## src/rtl/piso_serializer.sv

```systemverilog
// Parallel-in/serial-out word serializer with valid/ready intake,
// optional inter-word idle gap and synchronous abort.
module piso_serializer #(
    parameter int unsigned WIDTH     = 8,
    parameter bit          MSB_FIRST = 1'b1,
    parameter int unsigned GAP       = 0
) (
    input  logic             clk,
    input  logic             reset,
    input  logic [WIDTH-1:0] pdata,
    input  logic             pvalid,
    output logic             pready,
    input  logic             abort,
    output logic             sdout,
    output logic             sdout_valid,
    output logic             busy,
    output logic             word_done
);

    localparam int unsigned CNT_W = $clog2(WIDTH);
    localparam logic [CNT_W-1:0] LAST_CNT = CNT_W'(WIDTH - 1);
    localparam logic [3:0] GAP_LAST = (GAP == 0) ? 4'd0 : 4'(GAP - 1);
    localparam bit NO_GAP = (GAP == 0);

    typedef enum logic [1:0] {
        ST_IDLE,
        ST_SHIFT,
        ST_GAP
    } state_e;

    state_e           state_q, state_d;
    logic [WIDTH-1:0] sh_q, sh_d;
    logic [CNT_W-1:0] cnt_q, cnt_d;
    logic [3:0]       gcnt_q, gcnt_d;

    logic             in_shift;
    logic             last_bit;
    logic             cur_bit;
    logic             xfer;
    logic [WIDTH-1:0] sh_next;

    assign in_shift = (state_q == ST_SHIFT);
    assign last_bit = in_shift && (cnt_q == LAST_CNT);

    // The bit on the wire is always the leading end of the shift register.
    assign cur_bit = MSB_FIRST ? sh_q[WIDTH-1] : sh_q[0];
    assign sh_next = MSB_FIRST ? {sh_q[WIDTH-2:0], 1'b0}
                               : {1'b0, sh_q[WIDTH-1:1]};

    assign pready = ~reset & ~abort &
                    ((state_q == ST_IDLE) | (last_bit & NO_GAP));
    assign xfer   = pvalid & pready;

    assign sdout_valid = in_shift;
    assign sdout       = in_shift & cur_bit;
    assign busy        = (state_q != ST_IDLE);
    assign word_done   = last_bit & ~abort;

    always_ff @(posedge clk) begin
        if (reset) begin
            state_q <= ST_IDLE;
            sh_q    <= '0;
            cnt_q   <= '0;
            gcnt_q  <= '0;
        end else begin
            state_q <= state_d;
            sh_q    <= sh_d;
            cnt_q   <= cnt_d;
            gcnt_q  <= gcnt_d;
        end
    end

    always_comb begin
        state_d = state_q;
        sh_d    = sh_q;
        cnt_d   = cnt_q;
        gcnt_d  = gcnt_q;
        if (abort && (state_q != ST_IDLE)) begin
            state_d = ST_IDLE;
            sh_d    = '0;
            cnt_d   = '0;
            gcnt_d  = '0;
        end else begin
            unique case (state_q)
                ST_IDLE: begin
                    if (xfer) begin
                        state_d = ST_SHIFT;
                        sh_d    = pdata;
                        cnt_d   = '0;
                    end
                end
                ST_SHIFT: begin
                    if (last_bit) begin
                        cnt_d = '0;
                        if (xfer) begin
                            // Gapless reload: next word starts right after.
                            sh_d = pdata;
                        end else if (NO_GAP) begin
                            state_d = ST_IDLE;
                            sh_d    = '0;
                        end else begin
                            state_d = ST_GAP;
                            sh_d    = '0;
                            gcnt_d  = '0;
                        end
                    end else begin
                        sh_d  = sh_next;
                        cnt_d = cnt_q + CNT_W'(1);
                    end
                end
                ST_GAP: begin
                    if (gcnt_q == GAP_LAST) begin
                        state_d = ST_IDLE;
                        gcnt_d  = '0;
                    end else begin
                        gcnt_d = gcnt_q + 4'd1;
                    end
                end
                default: begin
                    state_d = ST_IDLE;
                    sh_d    = '0;
                    cnt_d   = '0;
                    gcnt_d  = '0;
                end
            endcase
        end
    end

endmodule

```

## config.mk

```make
export PLATFORM = sky130hd
export DESIGN_NAME = piso_serializer
export DESIGN_NICKNAME = d
export VERILOG_FILES = /design/src/rtl/piso_serializer.sv
export SDC_FILE = /design/constraint.sdc
export NUM_CORES = 1
export LEC_CHECK = 0
export CAP_MARGIN = 20
export CORE_MARGIN = 1.5
export CORE_UTILIZATION = 45
export CTS_CLUSTER_SIZE = 28
export DETAILED_ROUTE_END_ITERATION = 12
export DONT_BUFFER_PORTS = 1
export PLACE_DENSITY = 0.65
export SYNTH_ARGS = -nofsm -noshare
export SYNTH_HDL_FRONTEND = slang
export SYNTH_SLANG_ARGS = --single-unit
export TNS_END_PERCENT = 50
```

## constraint.sdc

```tcl
create_clock -name clk -period 2.3 [get_ports clk]
set_input_delay 0.46 -clock clk [delete_from_list [all_inputs] [get_ports clk]]
set_output_delay 0.46 -clock clk [all_outputs]
set_load 0.01 [all_outputs]
```

# After elaboration in Yosys (flattened, before gate mapping)
# Index checks and enable logic that the tools add are counted.
[totals]
mem_bits_rw = 0
latchBits = 0
inputBits = 12
reg_bits = 17
mem_count = 0
word_cells = 45
out_inout_bits = 5
romBits = 0
[op_classes]
shift = 0
eq_ne = 7
mul = 0
div_mod_pow = 0
bitwise_logic = 9
muxes = 14
order_cmp = 0
reduce_logical = 9
n_addsub = 2
[ops]
columns = ["cell", "count"]
rows = [
  ["two-way mux 8 bit", 3],
  ["one-hot mux 8 bit (3 select lines)", 1],
  ["one-hot mux 3 bit (3 select lines)", 1],
  ["two-way mux 2 bit", 4],
  ["one-hot mux 4 bit (2 select lines)", 1],
  ["two-way mux 3 bit", 2],
  ["!= test 2 bit (second input constant)", 3],
  ["one-hot mux 2 bit (3 select lines)", 1],
  ["bitwise AND 1 bit", 5],
  ["adder 4 x 1 -> 4 bit (second input constant)", 1],
  ["zero test 4 bit", 1],
  ["two-way mux 4 bit", 1],
  ["AND reduction 4 bit", 1],
  ["OR reduction 2 bit", 2],
  ["adder 3 x 1 -> 3 bit (second input constant)", 1],
  ["equality test 3 bit (second input constant)", 1],
  ["inverter 1 bit", 3],
  ["equality test 2 x 1 -> 1 bit (second input constant)", 1],
  ["equality test 2 bit (second input constant)", 1],
  ["logical AND 1 bit", 2],
  ["zero test 2 bit", 1],
  ["!= test 2 x 1 -> 1 bit (second input constant)", 1],
  ["AND reduction 2 bit", 1],
  ["nonzero test 2 bit", 1],
  ["bitwise OR 1 bit", 1],
]

# Depth between registers and ports, before layout
# Gate-level depths: netlist (run 1).
[logic_depth]
depth_word = 8
depth_mapped = 11
mapped_depth_nobuf = 9

# Worst setup path after synthesis (run 1)
# No wires, ideal clock.
[synth_path]
path_type = "register to register"
startpoint = "register cnt_q[0]"
endpoint = "register sh_q[3]"
required_ns = 2.208
path_buffers = 2
setup_slack_ns = 0.005
synth_period_minus_slack_ns = 2.295
stages_incl_launch_ff = 12
arrival_ns = 2.202
setup_ns = 0.092
path_cell_list = "dfxtp_1 ha_1 ha_1 and2b_1 buf_6 nor3_1 nand2_1 ha_1 inv_1 buf_2 nor2_1 o32ai_1"
[synth_via]
elab_chain_len = 8
elab_cells_between_ends = 10
classes_between = "eq/ne (2); mux (3); bitwise (3); reduce/logical (2)"
[synth_lines]
columns = ["item", "line", "text"]
rows = [
  ["from (decl)", "33", "logic [CNT_W-1:0] cnt_q, cnt_d;"],
  ["from (signal assigned)", "68", "cnt_q <= cnt_d;"],
  ["equality test 3 bit (*)", "43", "assign last_bit = in_shift && (cnt_q == LAST_CNT);"],
  ["logical AND 1 bit (*)", "43", ""],
  ["bitwise OR 1 bit (*)", "51", "((state_q == ST_IDLE) | (last_bit & NO_GAP));"],
  ["bitwise AND 1 bit (*)", "50", "assign pready = ~reset & ~abort &"],
  ["via pready", "12", "output logic pready,"],
  ["bitwise AND 1 bit (*)", "52", "assign xfer = pvalid & pready;"],
  ["two-way mux 8 bit", "95", "if (xfer) begin"],
  ["two-way mux 8 bit", "93", "if (last_bit) begin"],
  ["one-hot mux 8 bit (3 select lines)", "84", "unique case (state_q)"],
  ["to (signal assigned)", "62", "sh_q <= '0;"],
  ["to (signal assigned)", "67", "sh_q <= sh_d;"],
  ["to (decl)", "32", "logic [WIDTH-1:0] sh_q, sh_d;"],
]
# The timed path passes the listed nets; every way through them passes the cells marked *.
# A chain may end at the register's enable or synchronous reset.

# Worst setup path in the final report (run 1)
[layout_path]
startpoint = "register cnt_q[0]"
endpoint = "register sh_q[2]"
[layout_via]
elab_chain_len = 8
elab_cells_between_ends = 10
classes_between = "eq/ne (2); mux (3); bitwise (3); reduce/logical (2)"
[layout_lines]
columns = ["item", "line"]
rows = [
  ["equality test 3 bit (*)", "43"],
  ["logical AND 1 bit (*)", "43"],
  ["bitwise OR 1 bit", "51"],
  ["bitwise AND 1 bit", "50"],
  ["bitwise AND 1 bit", "52"],
  ["two-way mux 8 bit", "95"],
  ["two-way mux 8 bit", "93"],
  ["one-hot mux 8 bit (3 select lines)", "84"],
]
# Mark *: on every way between the ends. The rest lies on a longest branch, timed or not.

==> metrics.md, run 1 <==
| Metric | Value |
|---|---|
| Outcome | `finished clean` |
| Sw Ratio | `0.341` |
| IO buf count | `0` |
| Pwr/cell area | `1000 mW/mm^2` |
| Via count | `535` |
| Max Root-Sink Buffers | `2` |
| Netlist cell types | `20` |
| Post-CTS sizing | `0` |
| Die X-Extent | `39.7 um` |
| Asr flop ratio synth | `0` |
| Hold bufs inserted after CTS | `0` |
| Final total power | `665 uW` |
| Multi-input logic area | `322 um^2` |
| Tcrit/Tclk final | `0.892` |
| Layout Nets | `93` |
| GPL Wtd Cong | `0.692` |
| Worst R2R End | `sh_q[2]` |
| Synth warn | `0` |
| Reg power frac | `0.434` |
| Hold path depth | `2` |
| Worst Setup Start Kind | `register` |
| All-Layer GR Usage | `0.175` |
| First-pass GRT wire length | `1800 um` |
| Cells along the critical path | `ha_1, ha_1, and2b_1, nor3_1, nand2_1, ha_1, clkinvlp_4, nor2_1, o32ai_1` |
| Layout cells sized above 1 | `0.130` |
| TritonCTS Buffers | `3` |
| Final Skew | `0.00507 ns` |
| Worst R2R Start | `cnt_q[0]` |
| Std cell rows | `13` |
| CTS tree | `yes` |
| Iter 0 DRT Violations | `7` |
| Largest net degree at the start of global routing | `17` |
| Yosys top cell by area | `dfxtp_1` |
| Post-CTS Setup Inserts | `0` |
| Count leader, synth | `dfxtp_1` |
| Initial antenna violation count | `0` |
| Least-Margin Pin Slew | `0.396 ns` |
| Total congestion overflow | `0` |
| Routed wire length | `1190 um` |
| Root buffer cell | `clkbuf_4` |
| Die height | `39.7 um` |
| H-tree depth | `1` |
| RSZ-0062 raised after global routing | `no` |
| Slew Limit Headroom | `0.736` |
| Initial Util | `0.471` |
| Worst-path clk slew | `0.08 ns` |
| #FFs+latches synth | `12` |
| Dominant synthesized flop cell | `dfxtp_1` |
| Post-Syn Area | `606 um^2` |
| 1st-pass router iterations | `4` |
| Syn_nets | `89` |
| Setup TNS | `0 ns` |
| Clock sink count | `12` |
| Crit-path most repeated cell | `ha_1` |
| Seq/Total Area, Yosys | `0.397` |
| Slew Viols, Final | `0` |
| Hold Path Class | `input pin to register` |
| Post-synthesis cell count | `74` |
| Worst Hold Launch | `pdata[0]` |
| Die area | `0.00157 mm^2` |
| WHS Endpoint | `sh_q[0]` |
| # fillers | `128` |
| Fmax | `487 MHz` |
| Final setup viols | `0` |
| Max VDD drop | `0.413 mV` |
| Lkg Pwr | `0.254 nW` |
| Core Box Area | `0.00128 mm^2` |
| FF/Latch Area | `240 um^2` |
| Routed length per instance | `13.0 um` |
| Crit end category | `register` |
| Gate power share | `0.317` |
| Top-area cell type share of the netlist area | `0.397` |
| Crit-path slowest cell | `dfxtp_1` |
| Crit Path Max Fanout | `16` |
| Worst path max stage delay | `0.36 ns` |
| Vias/cell | `5.82` |
| Crit path kind | `register to register` |
| R2R depth | `9` |
| Arrival @ worst endpoint | `2.24 ns` |
| Post-DP HPWL | `833 um` |
| Layout area overhead | `9.30%` |
| Top cells by area, synth | `dfxtp_1, o32ai_1, a21oi_1, o21ai_0, ha_1` |
| Cell-internal power | `438 uW` |
| Number of global-route vias before repair | `439` |
| Io pins | `17` |
| Post-route ant nets | `0` |
| # diodes | `0` |
| Clock network power share | `0.249` |
| Avg Cell Area, Syn | `8.18 um^2` |
| Post-synth EDFFs | `0` |
| Top post-synthesis cells by count | `dfxtp_1, a21oi_1, nor2_1` |
| Final min period | `2.05 ns` |
| Max-Cap Viols | `0` |
| Clk_lat worst skew | `0.27 ns` |
| Residual DRC | `0` |
| R2R setup slack | `0.25 ns` |
| Worst path required time | `2.48 ns` |
| P_sw | `227 uW` |
| Final Hold Viols | `0` |
==> kinds of logic (layout without fill, tap and decap cells) <==
family,Yosys count,after routing,share of synthesized area
AO/OA/AOI/OAI,28,28,0.295
AND/OR/NAND/NOR,23,23,0.174
flip-flops,12,12,0.397
adder cells (fa/ha/maj),3,3,0.0620
buffers and inverters,8,11,0.0723
==> layout by cell type (no fill, tap or decap), types with 2 or more instances in the layout <==
cell type,Yosys,final
o21ai_0,8,8
nand2_1,6,6
a21oi_1,9,9
buf_4,1,4
clkbuf_4,0,3
inv_1,3,2
o32ai_1,8,8
nand3_1,3,3
ha_1,3,3
nor2_1,9,9
dfxtp_1,12,12
a21o_1,2,2
==> worst max-delay path: cells and delay by family (launching register included) <==
family | cells | cell delay [ns]
buffers and inverters | 1 | 0.21
AOI/OAI and AO/OA | 1 | 0.26
and+or+nand+nor | 4 | 0.56
adders and majority gates | 3 | 0.57
DFF | 1 | 0.36
==> worst max path at each step <==
stage                  start      end  slack (ns)  cells past startpoint
floorplan           cnt_q[0]  sh_q[3]       0.005                     11
global placement    cnt_q[0]  sh_q[1]        0.20                      9
detailed placement  cnt_q[0]  sh_q[7]        0.13                      9
CTS                 cnt_q[0]  sh_q[7]        0.13                      9
global route        cnt_q[0]  sh_q[7]        0.03                      9
finish              cnt_q[0]  sh_q[2]        0.25                      9
==> metrics by stage <==
stage | utilization | std cells | setup WS, ns | instance area [um^2] | hold WS (ns)
2_1_floorplan | - | 74 | 0.00546 | 606 | 0.445
3_3_place_gp | 0.484 | 88 | 0.197 | 622 | 0.457
3_5_place_dp | 0.484 | 88 | 0.130 | 622 | 0.465
4_1_cts | 0.512 | 92 | 0.126 | 658 | 0.345
5_1_grt | 0.515 | 92 | 0.0308 | 662 | 0.331
6_report | 0.515 | 92 | 0.247 | 662 | 0.343
==> power groups by stage <==
stage	Combinational (mW)	Clock [mW]	Sequential [mW]
3_3_place_gp	0.204	0	0.291
4_1_cts	0.209	0.168	0.288
3_5_place_dp	0.208	0	0.292
6_report	0.211	0.166	0.289
5_1_grt	0.239	0.180	0.294
2_1_floorplan	0.167	0	0.293
==> flip-flops by register name, summed over array words and instances (netlist names) <==
name / flops
sh_q: 8
cnt_q: 3
state_q: 1
==> area by class of cell <==
cell class / count / area share
multi-input cells: 54 / 0.486
flip-flops and latches: 12 / 0.363
clock buffers: 4 / 0.0548
repair buffers: 4 / 0.0454
well taps: 15 / 0.0284
inverters: 3 / 0.0227
==> per-layer routing <==
metal / share of wire / up-vias / wire length (um) / global-route usage
met3: 0.053 / 4 / 63 / 0.0341
met5: 0 / - / 0 / 0
li1: - / 273 / - / -
met4: 0.016 / 0 / 19 / 0.0776
met2: 0.44 / 14 / 520 / 0.270
met1: 0.49 / 244 / 589 / 0.232
Note: power is estimated with default switching activity, not from simulation.
==> inputs of run 2 (changes only) <==
--- a/config.mk
+++ b/config.mk
@@ -8,6 +8,7 @@
 export CAP_MARGIN = 20
 export CORE_MARGIN = 1.5
 export CORE_UTILIZATION = 45
+export CTS_BUF_LIST = sky130_fd_sc_hd__clkbuf_2
 export CTS_CLUSTER_SIZE = 28
 export DETAILED_ROUTE_END_ITERATION = 12
 export DONT_BUFFER_PORTS = 1
==> run 2 against run 1 <==
Via count rose by 1.3%. Highest routed layer unchanged. Non-clock buffer count did not move. Count of clock-buffer cells in the layout fell by 1. Core utilization fell by 1.4 points. Design area fell by 2.6%. Die area did not move. Combinational power barely moved. Clock power fell by 33%. Clock skew rose by 0.0098 ns. Worst hold slack got worse by 0.0086 ns. Cell count did not move.
==> metrics.md, run 2 (same netlist as run 1, synthesis figures left out) <==
| Metric | Value |
|---|---|
| Slew Viols, Final | `0` |
| Post-DP HPWL | `833 um` |
| Placed Instance Area | `622 um^2` |
| Gate power share | `0.346` |
| First-pass GRT wire length | `1810 um` |
| Hold bufs inserted after CTS | `0` |
| Worst Setup Start Kind | `register` |
| Post-CTS Setup Inserts | `0` |
| Largest regs | `sh_q x8, cnt_q x3, state_q x1` |
| Core Box Area | `0.00128 mm^2` |
| CTS tree | `yes` |
| Fmax | `488 MHz` |
| # diodes | `0` |
| Worst path required time | `2.50 ns` |
| Pwr/cell area | `947 mW/mm^2` |
| All-Layer GR Usage | `0.179` |
| Via count | `542` |
| Die X-Extent | `39.7 um` |
| Total congestion overflow | `0` |
| Post-route ant nets | `0` |
| Iter 0 DRT Violations | `6` |
| Std cell rows | `13` |
| Number of global-route vias before repair | `442` |
| Residual DRC | `0` |
| Fin area | `644 um^2` |
| Crit Path Max Fanout | `16` |
| Most common cell after layout, fill and taps aside | `dfxtp_1` |
| Sw Ratio | `0.378` |
| Vias/cell | `5.89` |
| Hold Path Class | `input pin to register` |
| Most frequent cells in the layout | `dfxtp_1, nor2_1, a21oi_1` |
| Initial Util | `0.471` |
| GPL Wtd Cong | `0.692` |
| Biggest register | `sh_q` |
| Multi-input logic area | `322 um^2` |
| Max VDD drop | `0.438 mV` |
| Cell-internal power | `379 uW` |
| Clk_lat worst skew | `0.28 ns` |
| Final Hold Viols | `0` |
| TritonCTS Buffers | `3` |
| Crit path kind | `register to register` |
| Final setup viols | `0` |
| Layout cells sized above 1 | `0.117` |
| Number of flip-flops in the largest register | `8` |
| P_sw | `231 uW` |
| Layout area overhead | `6.40%` |
| Layout Nets | `93` |
| Die area | `0.00157 mm^2` |
| Clock network power share | `0.182` |
| 1st-pass router iterations | `3` |
| Routed length per instance | `13.2 um` |
| FF/Latch Area | `240 um^2` |
| Slew Limit Headroom | `0.748` |
| Reg power frac | `0.472` |
| Max-Cap Viols | `0` |
| Final Skew | `0.0148 ns` |
| Max Root-Sink Buffers | `2` |
| Worst-path clk slew | `0.13 ns` |
| Clock sink count | `12` |
| Setup TNS | `0 ns` |
| Io pins | `17` |
| Root buffer cell | `clkbuf_2` |
| Routed wire length | `1210 um` |
| # fillers | `130` |
| Die height | `39.7 um` |
| Initial antenna violation count | `0` |
| Outcome | `finished clean` |
| Tcrit/Tclk final | `0.891` |
| Lkg Pwr | `0.247 nW` |
| Largest net degree at the start of global routing | `17` |
| H-tree depth | `1` |
| Arrival @ worst endpoint | `2.25 ns` |
| Least-Margin Pin Slew | `0.378 ns` |
| IO buf count | `0` |
| Crit end category | `register` |
| Final min period | `2.05 ns` |
| RSZ-0062 raised after global routing | `no` |
-- run 2: cell count changes in the layout (fill, tap and decap cells not counted) --
cell	change
clkbuf_8	-1
clkbuf_4	-3
clkinv_1	+1
clkbuf_2	+3
-- run 2: final cells by class --
cell class | instances | area share
multi-input combinational | 54 | 0.499
sequential | 12 | 0.373
timing repair buffer | 4 | 0.0466
tap | 15 | 0.0291
clock buffer | 3 | 0.0233
inverter | 3 | 0.0233
clock inverter | 1 | 0.00583
-- run 2: power groups by stage --
stage	clock, mW	combinational, mW	sequential [mW]
detailed placement	0	0.208	0.292
finish	0.111	0.211	0.288
floorplan	0	0.167	0.293
global route	0.122	0.239	0.294
CTS	0.111	0.209	0.287
global placement	0	0.204	0.291
-- run 2: through the flow --
| step | hold slack (ns) | instances | total power [mW] | setup slack [ns] | util |
|---|---|---|---|---|---|
| detailed placement | 0.465 | 88 | 0.501 | 0.130 | 0.484 |
| CTS | 0.338 | 92 | 0.608 | 0.124 | 0.499 |
| global route | 0.315 | 92 | 0.655 | 0.0179 | 0.501 |
| global placement | 0.457 | 88 | 0.495 | 0.197 | 0.484 |
| finish | 0.334 | 92 | 0.610 | 0.252 | 0.501 |
| floorplan | 0.445 | 74 | 0.461 | 0.00546 | - |
-- run 2: final timing paths --
path	start	endpoint	slack (ns)	cells after the start
hold / removal	pdata[0]	sh_q[0]	0.33	2
setup reg to reg	cnt_q[0]	sh_q[2]	0.25	9
setup / recovery	cnt_q[0]	sh_q[2]	0.25	9
hold reg to reg	cnt_q[2]	cnt_q[2]	0.48	2
-- run 2: repair_timing --
item	CTS	global route
resized for setup	0	1
setup endpoints to repair	0	7
hold endpoints to repair	0	0
-- run 2: worst max-delay path: stages, from the launching register on --
cell	delay, ns
dfxtp_1	0.38
ha_1	0.16
ha_1	0.19
and2b_1	0.20
nor3_1	0.20
nand2_1	0.09
ha_1	0.22
clkinvlp_4	0.21
nor2_1	0.07
o32ai_1	0.26
-- run 2: routing by layer --
| metal | track usage | up-vias | part of all wire |
|---|---|---|---|
| met1 | 0.232 | 248 | 0.49 |
| li1 | - | 274 | - |
| met2 | 0.270 | 15 | 0.44 |
| met5 | 0 | - | 0 |
| met4 | 0.103 | 0 | 0.022 |
| met3 | 0.0341 | 5 | 0.052 |
==> inputs of run 3 (changes only) <==
--- a/config.mk
+++ b/config.mk
@@ -5,14 +5,13 @@
 export SDC_FILE = /design/constraint.sdc
 export NUM_CORES = 1
 export LEC_CHECK = 0
-export CAP_MARGIN = 20
+export CAP_MARGIN = 10
 export CORE_MARGIN = 1.5
 export CORE_UTILIZATION = 45
 export CTS_BUF_LIST = sky130_fd_sc_hd__clkbuf_2
 export CTS_CLUSTER_SIZE = 28
 export DETAILED_ROUTE_END_ITERATION = 12
 export DONT_BUFFER_PORTS = 1
-export PLACE_DENSITY = 0.65
 export SYNTH_ARGS = -nofsm -noshare
 export SYNTH_HDL_FRONTEND = slang
 export SYNTH_SLANG_ARGS = --single-unit
==> run 3 against run 2 <==
Critical path depth unchanged. Power down 0.25%. Flip-flop and latch count unchanged. Clock power about the same. Die area unchanged. Critical endpoint unchanged. Combinational power about the same. First-iteration DRC count up 120%. Cell count unchanged. Non-clock buffer count unchanged. Setup slack worse by 0.023 ns. Sequential power about the same.
==> metrics.md, run 3 (same netlist as run 1, synthesis figures left out) <==
| Metric | Value |
|---|---|
| Outcome | `finished clean` |
| CTS tree | `yes` |
| Io pins | `17` |
| Lkg Pwr | `0.247 nW` |
| Tcrit/Tclk final | `0.901` |
| Die height | `39.7 um` |
| Clk_lat worst skew | `0.28 ns` |
| Final Hold Viols | `0` |
| Layout Cells excl Fill | `92` |
| Crit path capture | `sh_q[2]` |
| Arrival @ worst endpoint | `2.27 ns` |
| Total congestion overflow | `0` |
| Initial antenna violation count | `0` |
| IO buf count | `0` |
| Hold Path Class | `input pin to register` |
| Final min period | `2.07 ns` |
| Setup TNS | `0 ns` |
| Number of global-route vias before repair | `433` |
| Layout Nets | `93` |
| RSZ-0062 raised after global routing | `no` |
| Most common cell after layout, fill and taps aside | `dfxtp_1` |
| R2R setup slack | `0.23 ns` |
| Crit end category | `register` |
| Placed Instance Area | `622 um^2` |
| Worst path required time | `2.49 ns` |
| 1st-pass router iterations | `4` |
| Routed length per instance | `13.0 um` |
| Biggest register | `sh_q` |
| # diodes | `0` |
| Cells along the critical path | `ha_1, ha_1, and2b_1, nor3_1, nand2_1, ha_1, clkinvlp_4, nor2_1, o32ai_1` |
| Routed wire length | `1190 um` |
| First-pass GRT wire length | `1840 um` |
| Fin area | `644 um^2` |
| Largest regs | `sh_q x8, cnt_q x3, state_q x1` |
| Most frequent cells in the layout | `dfxtp_1, nor2_1, a21oi_1` |
| Max Root-Sink Buffers | `2` |
| Post-route ant nets | `0` |
| Via count | `536` |
| Layout cells sized above 1 | `0.117` |
| Crit path kind | `register to register` |
| Iter 0 DRT Violations | `13` |
| Root buffer cell | `clkbuf_2` |
| Die X-Extent | `39.7 um` |
| Vias/cell | `5.83` |
| Final setup viols | `0` |
| Final Skew | `0.0134 ns` |
| Crit-path slowest cell | `dfxtp_1` |
| Layout area overhead | `6.40%` |
| Placed cells | `88` |
| Worst-path clk slew | `0.13 ns` |
| Clock sink count | `12` |
| Die area | `0.00157 mm^2` |
| TritonCTS Buffers | `3` |
| Largest net degree at the start of global routing | `17` |
| R2R depth | `9` |
| Post-CTS sizing | `0` |
| Number of flip-flops in the largest register | `8` |
| Hold bufs inserted after CTS | `0` |
| Post-DP HPWL | `844 um` |
| Residual DRC | `0` |
| Worst R2R End | `sh_q[2]` |
| Max-Cap Viols | `0` |
| Post-CTS Setup Inserts | `0` |
| Initial Util | `0.471` |
| All-Layer GR Usage | `0.183` |
| Slew Limit Headroom | `0.741` |
| GPL Wtd Cong | `0.633` |
| Fmax | `483 MHz` |
| Slew Viols, Final | `0` |
| Max VDD drop | `0.427 mV` |
| Core Util, Final | `0.501` |
| Crit Path Max Fanout | `16` |
| Core Box Area | `0.00128 mm^2` |
| Std cell rows | `13` |
| Worst R2R Start | `cnt_q[0]` |
| Pwr/cell area | `944 mW/mm^2` |
| Setup crit start | `cnt_q[0]` |
| Worst path max stage delay | `0.37 ns` |
| Crit-path most repeated cell | `ha_1` |
| Worst Setup Start Kind | `register` |
| Least-Margin Pin Slew | `0.388 ns` |
| H-tree depth | `1` |
## run 3: cell counts in the layout (fill, tap and decap cells not counted)
No cell type changed its count.
## run 3: how the worst min path moves through the flow
stage | depth (start not counted) | slack, ns | start | endpoint
3_5_place_dp | 2 | 0.47 | cnt_q[1] | cnt_q[1]
6_report | 2 | 0.34 | pdata[5] | sh_q[5]
2_1_floorplan | 2 | 0.44 | cnt_q[1] | cnt_q[1]
4_1_cts | 2 | 0.34 | pdata[5] | sh_q[5]
5_1_grt | 2 | 0.33 | pdata[0] | sh_q[0]
3_3_place_gp | 2 | 0.46 | cnt_q[1] | cnt_q[1]
## run 3: routing by layer
| layer | part of all wire | up-vias | global-route usage |
|---|---|---|---|
| met5 | 0 | - | 0 |
| met4 | 0.033 | 0 | 0.129 |
| met3 | 0.065 | 5 | 0.0568 |
| met2 | 0.41 | 16 | 0.258 |
| met1 | 0.49 | 241 | 0.232 |
| li1 | - | 274 | - |
## run 3: through the flow
stage	total power [mW]	hold WS, ns	setup slack (ns)
2_1_floorplan	0.461	0.445	0.00546
3_3_place_gp	0.495	0.462	0.209
3_5_place_dp	0.501	0.465	0.141
4_1_cts	0.608	0.337	0.116
5_1_grt	0.652	0.330	0.0394
6_report	0.608	0.338	0.229
## run 3: area by class of cell
type | count | area (um^2)
fill | 125 | 641
clock inverter | 1 | 3.75
sequential | 12 | 240
timing repair buffer | 4 | 30.0
multi-input combinational | 54 | 322
clock buffer | 3 | 15.0
tap | 15 | 18.8
inverter | 3 | 15.0
## run 3: report_power, final
group          total, mW  leakage [nW]  switching (mW)  internal, mW
Clock              0.109        0.0140          0.0717        0.0377
Sequential         0.290        0.0988          0.0331         0.257
Combinational      0.209         0.134           0.124        0.0849
Total              0.608         0.247           0.229         0.379
## run 3: critical path, delay by kind of cell (launching register included)
family                   cells  cell delay, ns
buffers and inverters        1            0.21
flip-flops                   1            0.37
AND/OR/NAND/NOR              4            0.58
AO/OA/AOI/OAI                1            0.27
adder cells (fa/ha/maj)      3            0.58
==> patch, RTL diff (config.mk and constraints of run 2) <==
Set the parameter `WIDTH` to 16 (it was 8).
--- a/src/rtl/piso_serializer.sv
+++ b/src/rtl/piso_serializer.sv
@@ -3,3 +3,3 @@
 module piso_serializer #(
-    parameter int unsigned WIDTH     = 8,
+    parameter int unsigned WIDTH     = 16,
     parameter bit          MSB_FIRST = 1'b1,
Interface: changed (resized pdata); port bits go from 17 to 25. No check against the original RTL was run, so the function may have changed too.
==> patch against run 2 <==
  * Critical path depth did not move
  * Sequential share of layout area up 0.59 points
  * Cell count increased by 40%
  * Routed wire length increased by 82%
  * Sequential power is 50% higher
  * Cell area increased by 75%
  * Power grew 32%
  * Area after synthesis rose by 71%
  * Hold slack got worse by 100 ps
  * Utilization grew 1.4 points
  * Worst setup slack got worse by 140 ps
  * Sequential cell count rose by 9
  * Critical endpoint is now sh_q[3]
  * Largest cell class unchanged
==> patch: results (changes against run 2) <==
qor: cts.path_clk_slew 230 ps [was 130 ps]
qor: placement.gp_congestion 0.705 [was 0.692]
qor: setup_path.critPathArrivalTime 2470 ps [was 2250 ps]
qor: layout.drive_gt1_share 37.6% [was 11.7%]
qor: global_routing.grtUsageTotal 19.2% [was 17.9%]
qor: synthesis.synth_common_cells 21 x dfxtp_1, 13 x and3_2, 11 x a221o_1 [was 12 x dfxtp_1, 9 x a21oi_1, 9 x nor2_1]
qor: drt.vias 796 [was 542]
qor: layout.reg_top3 sh_q: 16 flops, cnt_q: 4 flops, state_q: 1 flops [was sh_q: 8 flops, cnt_q: 3 flops, state_q: 1 flops]
qor: pwr.cellLeakagePower 0.000437 uW [was 0.000247 uW]
qor: sta.clock_skew 22.6 ps [was 14.8 ps]
qor: global_routing.grt_start_max_net_pins 28 [was 17]
qor: global_routing.via_count_of_the_first_global_routing_pass 784 [was 442]
qor: cts.clk_latency_worst_skew_pair 340 ps [was 280 ps]
qor: placement.placed_cell_area 1070 um2 [was 622 um2]
qor: synthesis.post_synth_fa_ha_maj_area_fraction 2.42% [was 6.20%]
qor: outcome.status finished clean [unchanged]
qor: synthesis.syn-mean-instance-area 10.6 um2 [was 8.18 um2]
qor: drt.initial_drc_count 23 [was 6]
qor: setup_path.critical-path-top-delay-family simple AND/OR/NAND/NOR gates [was adder cells]
qor: layout.fin_nets 124 [was 93]
qor: placement.post-dp-hpwl 1490 um [was 833 um]
qor: setup_path.critPathMaxFanout 15 [was 16]
qor: synthesis.synth_compound_area_share 26.2% [was 29.5%]
qor: pwr.pwr-share-clk 20.4% [was 18.2%]
qor: global_routing.grt_first_pass_wirelength 3660 um [was 1810 um]
qor: drt.detail_route.wl_per_cell 17.1 um [was 13.2 um]
qor: pwr.total_power 803 uW [was 610 uW]
qor: layout.fillers 202 [was 130]
qor: drt.total_iterations_of_the_first_detailed_routing_run 4 [was 3]
qor: drt.route.detailed.vias_per_inst 6.17 [was 5.89]
qor: pwr.seq_power_share 53.9% [was 47.2%]
qor: synthesis.synth.yosys.seq_area_share 40.6% [was 39.7%]
qor: placement.io_buffer_count 0 [unchanged]
qor: min_path.holdCritPathClass in2reg [unchanged]
qor: setup_path.worst_path_max_delay_cell or4b_4 [was dfxtp_1]
qor: cts.postCtsSetupBuffers 1 [was 0]
qor: sta.maxSlewHeadroom 59.8% [was 74.8%]
qor: synthesis.yosys-top-cells-area dfxtp_1 41%, a221o_1 11%, and3_2 9.4% [was dfxtp_1 40%, o32ai_1 12%, a21oi_1 7.4%]
qor: pwr.p_switching 254 uW [was 231 uW]
qor: synthesis.ys_types 35 [was 20]
patch: worst paths after layout:
| kind | start | end | slack [ps] | depth (start not counted) |
|---|---|---|---|---|
| max | cnt_q[1] | sh_q[3] | 120 | 9 |
| min reg2reg | sh_q[0] | sh_q[0] | 490 | 2 |
| max reg2reg | cnt_q[1] | sh_q[3] | 120 | 9 |
| min | pdata[1] | sh_q[1] | 230 | 1 |
patch: layer usage:
layer  share of wire [%]  GRT usage [%]  vias up
met4                 2.3           12.2        0
met1                  43           24.5      376
li1                    -              -      391
met2                  47           28.8       25
met3                 7.2           4.39        4
met5                   0              0        -
patch: area by class of cell:
cell class	instances	area [um2]	area share (%)
multi-input combinational	68	572	50.6
sequential	21	428	37.9
timing repair buffer	7	68.8	6.09
tap	28	35.0	3.10
clock buffer	3	15.0	1.33
clock inverter	1	7.51	0.664
inverter	1	3.75	0.332
